**src/rtl/data_mem_io.sv**
```systemverilog
// Data-side RAM plus memory-mapped GPIO and prescaled timer.
// Loads are combinational; stores and register updates commit on clk.
module data_mem_io #(
    parameter int DATA_WIDTH  = 8,
    parameter int SYNC_STAGES = 2
) (
    input  logic                  clk,
    input  logic                  reset,
    input  logic [DATA_WIDTH-1:0] ALUResult,
    input  logic [DATA_WIDTH-1:0] writeData,
    input  logic                  memWrite,
    output logic [DATA_WIDTH-1:0] readData,
    input  logic [DATA_WIDTH-1:0] gpio_in,
    output logic [DATA_WIDTH-1:0] gpio_out,
    output logic                  timer_irq
);

    localparam int RAM_DEPTH = (1 << DATA_WIDTH) - 16;
    localparam logic [DATA_WIDTH-1:0] ONE = 1;

    logic [DATA_WIDTH-1:0] mem_q [RAM_DEPTH];

    logic [DATA_WIDTH-1:0] gpio_out_q, gpio_out_d;
    logic [DATA_WIDTH-1:0] sync_q [SYNC_STAGES];
    logic [DATA_WIDTH-1:0] sync_d [SYNC_STAGES];
    logic                  en_q, en_d;
    logic                  ar_q, ar_d;
    logic [3:0]            psc_q, psc_d;
    logic [3:0]            pc_q, pc_d;
    logic [DATA_WIDTH-1:0] tcount_q, tcount_d;
    logic [DATA_WIDTH-1:0] tcmp_q, tcmp_d;
    logic                  mf_q, mf_d;

    logic                  io_sel;
    logic [3:0]            offset;
    logic                  we;
    logic                  ram_we;
    logic                  sel_gout, sel_gin, sel_tctrl;
    logic                  sel_tcount, sel_tcmp, sel_tstat;
    logic                  tick;
    logic                  match;
    logic [DATA_WIDTH-1:0] tctrl_rd;
    logic [DATA_WIDTH-1:0] rd_data;

    assign io_sel = &ALUResult[DATA_WIDTH-1 -: 4];
    assign offset = ALUResult[3:0];
    assign we     = memWrite && reset;
    assign ram_we = we && !io_sel;

    assign sel_gout   = io_sel && (offset == 4'h0);
    assign sel_gin    = io_sel && (offset == 4'h1);
    assign sel_tctrl  = io_sel && (offset == 4'h2);
    assign sel_tcount = io_sel && (offset == 4'h3);
    assign sel_tcmp   = io_sel && (offset == 4'h4);
    assign sel_tstat  = io_sel && (offset == 4'h5);

    assign tick  = en_q && (pc_q == psc_q);
    assign match = (tcount_q == tcmp_q);

    always_comb begin
        tctrl_rd      = '0;
        tctrl_rd[7:4] = psc_q;
        tctrl_rd[1]   = ar_q;
        tctrl_rd[0]   = en_q;
    end

    always_comb begin
        rd_data = '0;
        if (!io_sel) begin
            rd_data = mem_q[ALUResult];
        end else begin
            unique case (1'b1)
                sel_gout:   rd_data = gpio_out_q;
                sel_gin:    rd_data = sync_q[SYNC_STAGES-1];
                sel_tctrl:  rd_data = tctrl_rd;
                sel_tcount: rd_data = tcount_q;
                sel_tcmp:   rd_data = tcmp_q;
                sel_tstat:  rd_data = {{(DATA_WIDTH-1){1'b0}}, mf_q};
                default:    rd_data = '0;
            endcase
        end
    end

    assign readData = rd_data;

    always_comb begin
        sync_d[0] = gpio_in;
        for (int i = 1; i < SYNC_STAGES; i++) begin
            sync_d[i] = sync_q[i-1];
        end
    end

    always_comb begin
        gpio_out_d = gpio_out_q;
        en_d       = en_q;
        ar_d       = ar_q;
        psc_d      = psc_q;
        tcmp_d     = tcmp_q;
        tcount_d   = tcount_q;
        pc_d       = pc_q;
        mf_d       = mf_q;

        if (we && sel_gout) gpio_out_d = writeData;
        if (we && sel_tcmp) tcmp_d = writeData;
        if (we && sel_tctrl) begin
            en_d  = writeData[0];
            ar_d  = writeData[1];
            psc_d = writeData[7:4];
        end

        if (!en_q) begin
            pc_d = '0;
        end else if (tick) begin
            pc_d = '0;
        end else begin
            pc_d = pc_q + 4'd1;
        end

        if (we && sel_tstat && writeData[0]) mf_d = 1'b0;

        // A TCOUNT store overrides the tick and suppresses match evaluation.
        if (we && sel_tcount) begin
            tcount_d = writeData;
            pc_d     = '0;
        end else if (tick) begin
            if (match) begin
                mf_d     = 1'b1;
                tcount_d = ar_q ? '0 : tcount_q + ONE;
            end else begin
                tcount_d = tcount_q + ONE;
            end
        end
    end

    always_ff @(posedge clk) begin
        if (ram_we) mem_q[ALUResult] <= writeData;
    end

    always_ff @(posedge clk) begin
        if (!reset) begin
            gpio_out_q <= '0;
            en_q       <= 1'b0;
            ar_q       <= 1'b0;
            psc_q      <= '0;
            pc_q       <= '0;
            tcount_q   <= '0;
            tcmp_q     <= '1;
            mf_q       <= 1'b0;
            for (int i = 0; i < SYNC_STAGES; i++) begin
                sync_q[i] <= '0;
            end
        end else begin
            gpio_out_q <= gpio_out_d;
            en_q       <= en_d;
            ar_q       <= ar_d;
            psc_q      <= psc_d;
            pc_q       <= pc_d;
            tcount_q   <= tcount_d;
            tcmp_q     <= tcmp_d;
            mf_q       <= mf_d;
            for (int i = 0; i < SYNC_STAGES; i++) begin
                sync_q[i] <= sync_d[i];
            end
        end
    end

    assign gpio_out  = gpio_out_q;
    assign timer_irq = mf_q;

endmodule

```
**config.mk**
```make
export PLATFORM = sky130hd
export DESIGN_NAME = data_mem_io
export DESIGN_NICKNAME = d
export VERILOG_FILES = /design/src/rtl/data_mem_io.sv
export SDC_FILE = /design/constraint.sdc
export NUM_CORES = 2
export LEC_CHECK = 0
export BUFFER_PORTS_ARGS = -buffer_cell sky130_fd_sc_hd__buf_2
export CORE_ASPECT_RATIO = 0.75
export CORE_MARGIN = 2
export CORE_UTILIZATION = 45
export CTS_BUF_LIST = sky130_fd_sc_hd__clkbuf_8
export CTS_CLUSTER_SIZE = 24
export DETAILED_ROUTE_END_ITERATION = 7
export PLACE_DENSITY = 0.7
export RECOVER_POWER = 25
export SLEW_MARGIN = 10
export SYNTH_ARGS = -nofsm -noshare
export SYNTH_HDL_FRONTEND = slang
export SYNTH_SLANG_ARGS = --single-unit
```
**constraint.sdc**
```tcl
create_clock -name clk -period 4.72 [get_ports clk]
set_clock_uncertainty 0.2 [all_clocks]
set_input_delay 0.944 -clock clk [delete_from_list [all_inputs] [get_ports clk]]
set_output_delay 0.944 -clock clk [all_outputs]
set_load 0.02 [all_outputs]
```
# Word level (Yosys, flattened, before mapping)
# Memory sizes are Yosys's and may differ from the RTL's.
# Cells that the tools add are included.
[totals]
memories = 2
mem_bits_rw = 1936
wordCells = 59
register_bits = 35
out_inout_bits = 17
[memory_table]
columns = ["memory", "words", "width", "read_ports", "rd_ports_with_merged_regs", "write_ports", "line", "source"]
rows = [
  ["mem_q", 240, 8, 1, 0, 1, "21", "logic [DATA_WIDTH-1:0] mem_q [RAM_DEPTH];"],
  ["sync_q", 2, 8, 2, 0, 2, "24", "logic [DATA_WIDTH-1:0] sync_q [SYNC_STAGES];"],
]
[op_classes]
n_mux = 16
bitwise = 4
n_reduce_logical = 20
eq_ne = 7
add_sub_neg = 2
[ops]
columns = ["operator", "n"]
rows = [
  ["$mux W8", 7],
  ["$pmux W8 S6", 1],
  ["$logic_and A1 B1 Y1", 15],
  ["$add A8 B1 Y8 const B", 1],
  ["$eq A4 B2 Y1 const B", 2],
  ["$eq A4 B3 Y1 const B", 2],
  ["$eq A8 B8 Y1", 1],
  ["$mux W1", 8],
  ["$add A4 B1 Y4 const B", 1],
  ["$eq A4 B1 Y1 const B", 1],
  ["$eq A4 B4 Y1", 1],
  ["$logic_not A4 Y1", 1],
  ["$reduce_and A4 Y1", 1],
  ["$reduce_or A4 Y1", 1],
  ["$not A1 Y1", 2],
  ["$or A1 B1 Y1", 2],
  ["$reduce_bool A2 Y1", 1],
  ["$logic_not A1 Y1", 1],
]

# Depth between registers and ports, before layout
[logic_depth]
depth_word = 8
mapped_depth = 13

# Least setup slack after synthesis
# OpenSTA, ideal clock, no wires.
[synth_timing]
path_type = "input-to-output"
startpoint = "input port ALUResult[1]"
endpoint = "output port readData[0]"
setup_slack_ps = 310
arrival_ps = 3266
stages = 9
cell_sequence = "buf_2 -> buf_2 -> clkbuf_1 -> mux4_2 -> a221oi_2 -> nor2_1 -> a2111oi_2 -> a31oi_1 -> a2111o_1"
[synth_via]
elab_chain_cells = 4
elab_cells_between_ends = 15
[synth_rtl]
columns = ["element", "line", "source"]
rows = [
  ["start: declaration", "9", "input logic [DATA_WIDTH-1:0] ALUResult,"],
  ["parallel branches: the longest is 3 deep, another holds $mem_v2 Z240 W8", "-", ""],
  ["$mux W8 (*)", "69", "if (!io_sel) begin"],
  ["end: declaration", "12", "output logic [DATA_WIDTH-1:0] readData,"],
]
# Mark *: on every way between the ends.

# Worst setup path after layout
[layout_timing]
startpoint = "input port ALUResult[0]"
endpoint = "output port readData[1]"
# The elaborated chain is that of the path after synthesis.

==> out/results.ini <==
[run_status]
result_of_the_run = complete, but fails checks
failed_checks = DRC, capacitance limit, slew limit, setup timing

[clock_tree]
clk_root_buffer_cell = sky130_fd_sc_hd__clkbuf_8
clock_sinks = 1971
tritoncts = yes
clock_latency_ns = 0.99
cts-root-to-sink-buffers = 4
cts-buffers-inserted = 298
cts.htree.levels = 5
worst_setup_hold_path_clk_slew_ns = 0.06

[timing]
finalHoldViolations = 0
finalSetupViolCount = 32
worst_slack_setup_final_ns = -0.2022
worst_pin_slew_ns = 3.666
totalNegativeSetupSlack_ns = -1.337
final-max-slew-violation-count = 1117
max_slew_margin = -1.444
worst_hold_slack_ns = 0.1776
clock.fmax_mhz = 203.2
period_share = 1.043
period_needed_ns = 4.922
grt_setup_unrepaired = yes

[routing]
routed-via-count = 41760
post_drt_wl_per_cell_um = 28.84
ant_nets = 0
vias_per_cell = 5.990
first_iter_violations = 6159
drcViolationCount = 1
wirelength_mm = 201.0
firstDrtPassIters = 8

[logic_synthesis]
yosysSeqAreaShare = 0.7637
cell_types_occupying_the_most_area_after_synthesis = sky130_fd_sc_hd__edfxtp_1 (75%), sky130_fd_sc_hd__mux4_2 (14%), sky130_fd_sc_hd__mux2i_1 (1.7%)
top_flip_flop_cell_by_instance_count_after_synthesis = sky130_fd_sc_hd__edfxtp_1
yosysTopAreaCellShare = 0.7504
synth.net_count = 3780
yosys.area.top_type = sky130_fd_sc_hd__edfxtp_1
synth_async_sr_flop_share = 0
synth_edf_count = 1920
syn_area_mm2 = 0.07683
syn-mean-instance-area_um2 = 20.48
post_synth_num_cell_types = 69
synthMostInstantiatedCell = sky130_fd_sc_hd__edfxtp_1
synth_seq_cells = 1971
netlist_instances = 3751
synth.cells.most_frequent = sky130_fd_sc_hd__edfxtp_1 (1,920), sky130_fd_sc_hd__mux4_2 (489), sky130_fd_sc_hd__nor2_1 (291), sky130_fd_sc_hd__nand2_1 (237), sky130_fd_sc_hd__mux2i_1 (127)
synth.yosys.warnings = 0

[placed_design]
preCtsSetupSlack_ns = -0.6318
placed_area_mm2 = 0.08413
gp_routability_congestion = 0.9164
place.detailed.instances = 6421
hpwl_mm = 128.0
numPortBuffers = 43

[setup_path]
critPathLaunch = ALUResult[0]
crit_path_max_fanout = 7
worst-setup-path-type = in2out
worstReg2RegStart = tcount_q[0]
end_kind = output pin
critPathLaunchType = input port
required_ns = 3.58
reg2reg_depth = 7
critical_path.endpoint = readData[1]
rr_endpoint = tcount_q[0]
critPathArrivalTime_ns = 3.78
r2r_slack_ns = 2.27

[layout]
postLayoutCoreUtil = 0.5330
nNetsFinal = 4545
drive_above_1_share = 0.3381
layoutNonFillerInstCount = 6971
layout-area-overhead-vs-synth_pct = 17.80
fin_area_mm2 = 0.09051

[floorplanning]
io_pins = 44
placement_rows = 131
design.core.area_mm2 = 0.1698
die_w_um = 481.1
fp.dieArea_mm2 = 0.1741
floorplan.initialDensity = 0.4525
chipHeight_um = 361.8

[min_path]
hold_start = memWrite
hp-class = in2reg

[power_and_ir_drop]
total_leakage_power_nw = 29.89
design_power_total_mw = 34.28
vdd.ir_drop.worst_mv = 0.2761
power-per-cell-area_mw_per_mm2 = 378.8

[global_routing]
antenna_found_initial = 3
grt_pass1_vias = 41040
first_pass_grt_wire_length_mm = 288.7
grt_util_all_layers = 0.2294
pin_count_of_the_biggest_net_entering_global_routing = 130
grt.overflow.total = 0

[flow_run]
cap_viol_max_count = 11

## kinds of logic (layout without fill, tap and decap cells)
group | count (synthesis) | count (layout) | synth area share
compound gates | 226 | 226 | 0.02172
buf+inv | 243 | 1195 | 0.01497
flops | 1971 | 1971 | 0.7637
xor+xnor | 14 | 14 | 0.001596
fa+ha+maj | 2 | 2 | 0.0003256
mux | 619 | 619 | 0.1603
other cells | 0 | 7 | 0
simple gates | 676 | 676 | 0.03736
## worst min-delay path by stage
| stage | endpoint | cells after the start | slack, ns |
|---|---|---|---|
| final | tcount_q[0] | 3 | 0.18 |
| after floorplan | sync_q[0][10] | 1 | 0.21 |
| after detailed placement | sync_q[0][10] | 1 | 0.22 |
| after global placement | sync_q[0][12] | 1 | 0.22 |
| after CTS | tcount_q[0] | 3 | 0.1 |
| after global routing | tcount_q[0] | 3 | 0.19 |
## timing repair
action                                  4_1_cts  5_1_grt
hold buffers                                  8        0
hold endpoints to repair                      8        0
cloned                                        5        1
resized for setup                           102       57
pin swaps                                    26       21
buffers inserted                             26       22
endpoints found under the setup margin        8        8
## report_power, final
group          internal, mW  switching (mW)
clock                  6.49            6.39
combinational         0.903            1.26
sequential             19.2         0.00659
## flip-flops by register name, summed over array words and instances, names as in the netlist
register,flops
sync_q,16
mem_q,1920
psc_q,4
pc_q,4
en_q,1
gpio_out,8
timer_irq,1
ar_q,1
tcmp_q,8
tcount_q,8
## critical path: stages
cell,delay [ns]
sky130_fd_sc_hd__buf_16,0.13
sky130_fd_sc_hd__buf_4,0.22
sky130_fd_sc_hd__mux4_2,0.56
sky130_fd_sc_hd__mux4_2,0.56
sky130_fd_sc_hd__a221oi_2,0.28
sky130_fd_sc_hd__nand4_1,0.40
sky130_fd_sc_hd__a31oi_4,0.40
sky130_fd_sc_hd__o21bai_4,0.12
sky130_fd_sc_hd__buf_6,0.15
## layout make-up
| class | instances | area, um2 |
|---|---|---|
| Fill cell | 13000 | 79300 |
| Sequential cell | 1971 | 58680 |
| Multi-Input combinational cell | 1537 | 17400 |
| Timing Repair Buffer | 693 | 6295 |
| Clock buffer | 306 | 4212 |
| Tap cell | 2261 | 2829 |
| Clock inverter | 181 | 1015 |
| Inverter | 15 | 61.31 |
| Antenna cell | 7 | 17.52 |
## placed cells by master, fill, tap and decap left out, drive strengths merged, types with 9 or more instances in the layout
| master | count |
|---|---|
| a21oi | 16 |
| inv | 98 |
| edfxtp | 1920 |
| clkbuf | 319 |
| mux2i | 127 |
| dfxtp | 51 |
| and2 | 22 |
| buf | 671 |
| a31oi | 26 |
| nor2 | 291 |
| mux4 | 489 |
| nand4 | 14 |
| o21ai | 38 |
| clkinv | 83 |
| a22o | 9 |
| nor3 | 9 |
| nand2 | 237 |
| a22oi | 23 |
| a32oi | 46 |
| xnor2 | 9 |
| nand3 | 50 |
| nor2b | 18 |
| bufinv | 9 |
| and3 | 11 |
## per-layer routing
layer  part of all wire  wire, um  track usage
met1               0.41     81860       0.3455
met2               0.43     87120       0.3218
met3               0.13     26260      0.06567
met4              0.029      5799      0.07536
met5                  0         0            0
Note: power is estimated with default switching activity, not from simulation.
